`src/rtl/neuron_act_collector.sv`:
```
// neuron_act_collector
//   Output stage of the time-multiplexed dot-product neuron. Each accepted
//   result passes through a fixed activation (identity, ReLU or leaky ReLU).
//   NUM_NEURONS consecutive results are collected into one layer vector.
//   The vector is handed to the next layer over a valid/ready handshake.
//   Two ping-pong banks let one vector fill while the other waits for the
//   consumer.
//
// Ports
//   clk         clock, rising edge
//   rst_n       asynchronous active-low reset
//   clear       synchronous flush of both banks, indices and overflow
//   valid_in    res_in carries the result for slot neuron_idx
//   res_in      signed neuron result
//   neuron_idx  slot the next accepted result is written to
//   vec_valid   vec_data holds a complete layer vector
//   vec_ready   consumer accepts vec_data
//   vec_data    element k at [k*DATA_WIDTH +: DATA_WIDTH]
//   overflow    sticky: a result was dropped because both banks were full
module neuron_act_collector #(
  parameter int NUM_NEURONS = 4,
  parameter int DATA_WIDTH  = 16,
  parameter int ACT_MODE    = 1,
  parameter int LEAKY_SHIFT = 3
) (
  input  logic                              clk,
  input  logic                              rst_n,
  input  logic                              clear,
  input  logic                              valid_in,
  input  logic [DATA_WIDTH-1:0]             res_in,
  output logic [$clog2(NUM_NEURONS)-1:0]    neuron_idx,
  output logic                              vec_valid,
  input  logic                              vec_ready,
  output logic [NUM_NEURONS*DATA_WIDTH-1:0] vec_data,
  output logic                              overflow
);

  localparam int IDX_W = $clog2(NUM_NEURONS);

  typedef enum logic [1:0] {
    BANK_EMPTY   = 2'd0,
    BANK_FILLING = 2'd1,
    BANK_FULL    = 2'd2
  } bank_st_e;

  bank_st_e                      st_q [2];
  bank_st_e                      st_d [2];
  logic                          wr_bank_q, wr_bank_d;
  logic                          rd_bank_q, rd_bank_d;
  logic [IDX_W-1:0]              idx_q, idx_d;
  logic                          ovf_q, ovf_d;
  logic signed [DATA_WIDTH-1:0]  mem_q [2][NUM_NEURONS];

  logic signed [DATA_WIDTH-1:0]  act_y;
  logic                          wr_en;
  logic                          hs;
  logic                          last;

  // Arithmetic shift floors toward minus infinity, so -1 stays -1.
  function automatic logic signed [DATA_WIDTH-1:0] activate(
    input logic signed [DATA_WIDTH-1:0] x
  );
    logic signed [DATA_WIDTH-1:0] y;
    y = x;
    if (x < 0) begin
      if (ACT_MODE == 1) begin
        y = '0;
      end else if (ACT_MODE == 2) begin
        y = x >>> LEAKY_SHIFT;
      end
    end
    return y;
  endfunction

  assign act_y = activate($signed(res_in));

  // The writer never targets a FULL bank, so a write and a handshake
  // can never hit the same bank in one cycle.
  assign wr_en     = valid_in && (st_q[wr_bank_q] != BANK_FULL);
  assign vec_valid = (st_q[rd_bank_q] == BANK_FULL);
  assign hs        = vec_valid && vec_ready;
  assign last      = (idx_q == IDX_W'(NUM_NEURONS - 1));

  // Stage p0: bank state / pointer next-state
  always_comb begin
    st_d[0]   = st_q[0];
    st_d[1]   = st_q[1];
    wr_bank_d = wr_bank_q;
    rd_bank_d = rd_bank_q;
    idx_d     = idx_q;
    ovf_d     = ovf_q;
    if (clear) begin
      st_d[0]   = BANK_EMPTY;
      st_d[1]   = BANK_EMPTY;
      wr_bank_d = 1'b0;
      rd_bank_d = 1'b0;
      idx_d     = '0;
      ovf_d     = 1'b0;
    end else begin
      if (wr_en) begin
        if (last) begin
          st_d[wr_bank_q] = BANK_FULL;
          idx_d           = '0;
          wr_bank_d       = ~wr_bank_q;
        end else begin
          st_d[wr_bank_q] = BANK_FILLING;
          idx_d           = idx_q + IDX_W'(1);
        end
      end else if (valid_in) begin
        // A bank freed by this cycle's handshake is only writable next cycle.
        ovf_d = 1'b1;
      end
      if (hs) begin
        st_d[rd_bank_q] = BANK_EMPTY;
        rd_bank_d       = ~rd_bank_q;
      end
    end
  end

  always_ff @(posedge clk or negedge rst_n) begin
    if (!rst_n) begin
      st_q[0]   <= BANK_EMPTY;
      st_q[1]   <= BANK_EMPTY;
      wr_bank_q <= 1'b0;
      rd_bank_q <= 1'b0;
      idx_q     <= '0;
      ovf_q     <= 1'b0;
    end else begin
      st_q[0]   <= st_d[0];
      st_q[1]   <= st_d[1];
      wr_bank_q <= wr_bank_d;
      rd_bank_q <= rd_bank_d;
      idx_q     <= idx_d;
      ovf_q     <= ovf_d;
    end
  end

  // Storage is cleared on reset so vec_data reads as zero out of reset.
  always_ff @(posedge clk or negedge rst_n) begin
    if (!rst_n) begin
      for (int b = 0; b < 2; b++) begin
        for (int k = 0; k < NUM_NEURONS; k++) begin
          mem_q[b][k] <= '0;
        end
      end
    end else if (wr_en && !clear) begin
      mem_q[wr_bank_q][idx_q] <= act_y;
    end
  end

  // Stage p1: read side
  always_comb begin
    vec_data = '0;
    for (int k = 0; k < NUM_NEURONS; k++) begin
      vec_data[k*DATA_WIDTH +: DATA_WIDTH] = mem_q[rd_bank_q][k];
    end
  end

  assign neuron_idx = idx_q;
  assign overflow   = ovf_q;

endmodule

```
`config.mk`:
```
export PLATFORM = sky130hd
export DESIGN_NAME = neuron_act_collector
export DESIGN_NICKNAME = d
export VERILOG_FILES = /design/src/rtl/neuron_act_collector.sv
export SDC_FILE = /design/constraint.sdc
export NUM_CORES = 1
export LEC_CHECK = 0
export BUFFER_PORTS_ARGS = -buffer_cell sky130_fd_sc_hd__buf_2
export CORE_ASPECT_RATIO = 1.1
export CORE_MARGIN = 2
export CORE_UTILIZATION = 60
export DETAILED_ROUTE_END_ITERATION = 16
export PLACE_DENSITY = 0.87
export SKIP_LAST_GASP = 1
export SYNTH_ARGS = -nofsm -noshare
export SYNTH_HDL_FRONTEND = slang
export SYNTH_SLANG_ARGS = --single-unit
export TNS_END_PERCENT = 10
```
`constraint.sdc`:
```
create_clock -name clk -period 4.5 [get_ports clk]
set_clock_uncertainty 0.15 [all_clocks]
set_input_delay 1.125 -clock clk [delete_from_list [all_inputs] [get_ports clk]]
set_output_delay 1.125 -clock clk [all_outputs]
set_load 0.01 [all_outputs]
```
==> impl_summary.log <==
INFO  metric worst_setup_path_start_kind = flop
INFO  metric critical-path-max-stage-delay = 910 ps
INFO  metric synth_compound_gate_area_share = ~2.3%
INFO  metric clock_sinks = 129
INFO  metric maximum_number_of_pins_on_one_net_before_global_route_repair = 78
INFO  metric buffer_ports.inserted = 84
INFO  metric yosys_warnings = 0
INFO  metric clock_insertion_delay_worst_skew = 520 ps
INFO  metric post_synth_fa_ha_maj_area_fraction = 1.031%
INFO  metric crit_path_end_kind = output pin
INFO  metric ordered_list_of_cells_on_the_worst_path = nor2b_1 -> nand2_1 -> o21ai_0 -> buf_2
INFO  metric critical-path-top-delay-family = simple AND/OR/NAND/NOR gates
INFO  metric htree_levels = 4
INFO  metric clk_root_buffer_cell = clkbuf_8
INFO  metric cp_num_buf_inv = 1
INFO  metric netlist_area = 6071 sq um
INFO  metric synth_cell_types = 39
INFO  metric outcome = complete, no violations
INFO  metric initial_core_util = around 60%
INFO  metric ys_dominant_reg_cell = dfrtp_1
INFO  metric tns = 0 ps
INFO  metric timing.hold.worst.class = flop to flop
INFO  metric max-slew-margin-rel = between 20% and 30%
INFO  metric required_time_at_the_endpoint_of_the_critical_path = approximately 3200 ps
INFO  metric power_leakage = 0.003657 uW
INFO  metric cts_bufs_inserted = 17
INFO  metric yosys.area_share.simple = about 5.4%
INFO  metric placementRows = 38
INFO  metric drtPass1Iterations = 4
INFO  metric grt_util_all_layers = ~26%
INFO  metric yosys.area.top_type = dfrtp_1
INFO  metric final_core_utilization = 72.40%
INFO  metric cap_viol_max_count = 0
INFO  metric place_congestion = 0.8415
INFO  metric post_drt_wl_per_cell = 21.16 um
INFO  metric cts.reportedPaths.clkPinSlew = ~60 ps
INFO  metric dieHeight = 109.5 um
INFO  metric synthDominantCellAreaShare = 53.17%
INFO  metric grt_pass1_wl = 20930 um
INFO  metric synth_top_family_by_area = multiplexers
INFO  metric time_the_worst_path_needs_with_i_o_delays_and_setup = 3459 ps
INFO  metric holdBufCountCts = 0
INFO  metric cpMaxStageDelayCell = nor2b_1
INFO  metric detail_route.drc_violations = 0
INFO  metric die_x = 99.91 um
INFO  metric min_period_over_period = 76.88%
INFO  metric cts_post_setup_buffers_inserted = 0
INFO  metric globalRoute.totalOverflow = 0
INFO  metric maxClockFrequency = 0.2891 GHz
INFO  metric design_power_total = 3158 uW
INFO  metric critPathMaxFanout = 10
INFO  metric cts_tree = done
INFO  metric vias = 3710
INFO  metric area_growth_syn_to_layout = 17.37%
INFO  metric post_synthesis_mux_area_share = 34.62%
INFO  metric worst_ep_arrival_time = 2180 ps
INFO  metric synth_top_cells_by_area = dfrtp_1 (53%), mux2_2 (29%), mux2_4 (4.9%), nor2b_1 (1.8%), nor4b_4 (1.6%)
INFO  metric synth-async-reset-ratio = 100.0%
INFO  metric instances_no_fill = 627
INFO  metric synth-seq-cells = 129
INFO  metric timing.final.hold_violations = 0
INFO  metric viasPerCell = 5.917
INFO  metric number_of_antenna_violations_at_the_first_check_in_global_routing = 0
INFO  metric peak_supply_drop = 0.3116 mV
INFO  metric maximum_clock_insertion_buffer_count = 2
INFO  metric final.fill_count = 646
INFO  metric design.core.area = between 9000 and 10000 sq um
INFO  metric fp.dieArea = 10940 sq um
INFO  metric final_wirelength = 13270 um
INFO  metric setup_repair_after_global_routing_missed_its_margin = false
INFO  metric cellPowerDensity = 443.2 nW/um^2
INFO  metric finalNetCount = 520
INFO  metric criticalPathCategory = flop to output pin
INFO  metric post-dp-hpwl = just over 8000 um
INFO  metric synthXorXnorAreaFrac = 0%
INFO  metric route.antenna.remaining_nets = 0
INFO  metric final.hold.worst_slack = 350.7 ps
INFO  metric tightestPinTransition = approximately 1100 ps
INFO  metric pin_count = 89
INFO  metric drv_slew = 0
INFO  metric drt_iter0_markers = 265
INFO  metric n_antenna_cell = 0
INFO  metric syn_inst = ~400
INFO  metric seq_area_frac_synth = 53.17%
INFO  metric placed_cells = 595
INFO  metric grt_pass1_vias = 3897
INFO  metric avgSynthCellArea = between 10 and 15 sq um
INFO  metric finalSetupViolCount = 0
INFO  metric share_of_cells_above_drive_strength_1 = 60.95%
INFO  metric synth_enable_flop_cells = 0
INFO  metric post_cts_resize_count = 0
-- per-layer routing --
layer / vias to the layer above / wire [um] / global-route usage, %
li1: 1635 / - / -
met1: 1937 / 5579 / 32.38
met2: 119 / 6880 / 42.28
met3: 19 / 588 / 6.484
met4: 0 / 218 / 11.94
met5: - / 0 / 0
-- sequential cells by signal (all words and copies together), names as in the netlist --
name,cells
mem_q,120
neuron_idx,2
overflow,1
rd_bank_q,1
st_q,4
wr_bank_q,1
-- cell usage after synthesis (3+ instances only) --
master and n:
mux2_4 20, dfrtp_1 129, nor2b_1 17, clkbuf_1 9, mux2_2 158, inv_1 4
ha_1 5, buf_2 9, buf_6 3, buf_4 5, nand2_1 5, a21oi_1 6
nor4b_4 4
-- cells by family (layout without fill, tap and decap cells) --
logic type	Yosys count	in the layout
flops	129	129
compound gates	20	20
fa+ha+maj	5	5
simple gates	42	42
mux	180	180
buf+inv	32	127
other cells	1	4
-- where the power goes --
group | switching, uW | internal, uW
combinational | 216 | 249
clock | 486 | 881
sequential | 61.9 | 1260
total | 764 | 2390
-- path summary, 6_finish.rpt --
| kind | startpoint | slack [ps] | cells past startpoint | end |
|---|---|---|---|---|
| max in group asynchronous | rst_n | 2640 | 2 | mem_q[36] |
| min in group asynchronous | rst_n | 580 | 1 | mem_q[27] |
| min | mem_q[118] | 350 | 1 | mem_q[118] |
| max reg2reg | wr_bank_q | 1970 | 3 | mem_q[56] |
| max | st_q[1] | 1040 | 4 | vec_valid |
| min reg2reg | mem_q[118] | 350 | 1 | mem_q[118] |
-- cells in the final DEF, fill, tap and decap left out, types with 3 or more instances in the layout --
cell type | netlist | final
a21oi_1 | 6 | 6
buf_2 | 9 | 83
buf_4 | 5 | 7
bufinv_16 | 0 | 3
clkbuf_16 | 0 | 16
clkbuf_8 | 0 | 4
clkinv_2 | 0 | 6
conb_1 | 1 | 4
dfrtp_1 | 129 | 128
ha_1 | 5 | 5
inv_1 | 4 | 4
mux2_2 | 158 | 158
mux2_4 | 20 | 20
nand2_1 | 5 | 5
nor2b_1 | 17 | 17
nor4b_4 | 4 | 4
-- final cells by class --
type                            instances  area (sq um)  share of cell area [%]
Timing Repair Buffer                   91         488.0                   6.848
Multi-Input combinational cell        251          2649                   37.17
Sequential cell                       129          3229                   45.32
Clock buffer                           21         459.2                   6.444
Inverter                                4         15.01                  0.2107
Tap cell                              120         150.1                   2.107
Clock inverter                         11         135.1                   1.896
-- through the flow --
step                      worst slack, ps  area (sq um)
after global placement               1361          6531
after CTS                            1033          7126
after floorplan                      1779          6082
final                                1041          7126
after detailed placement             1295          6531
after global routing                909.0          7126
No activity file was read; power rests on OpenSTA's default activity.
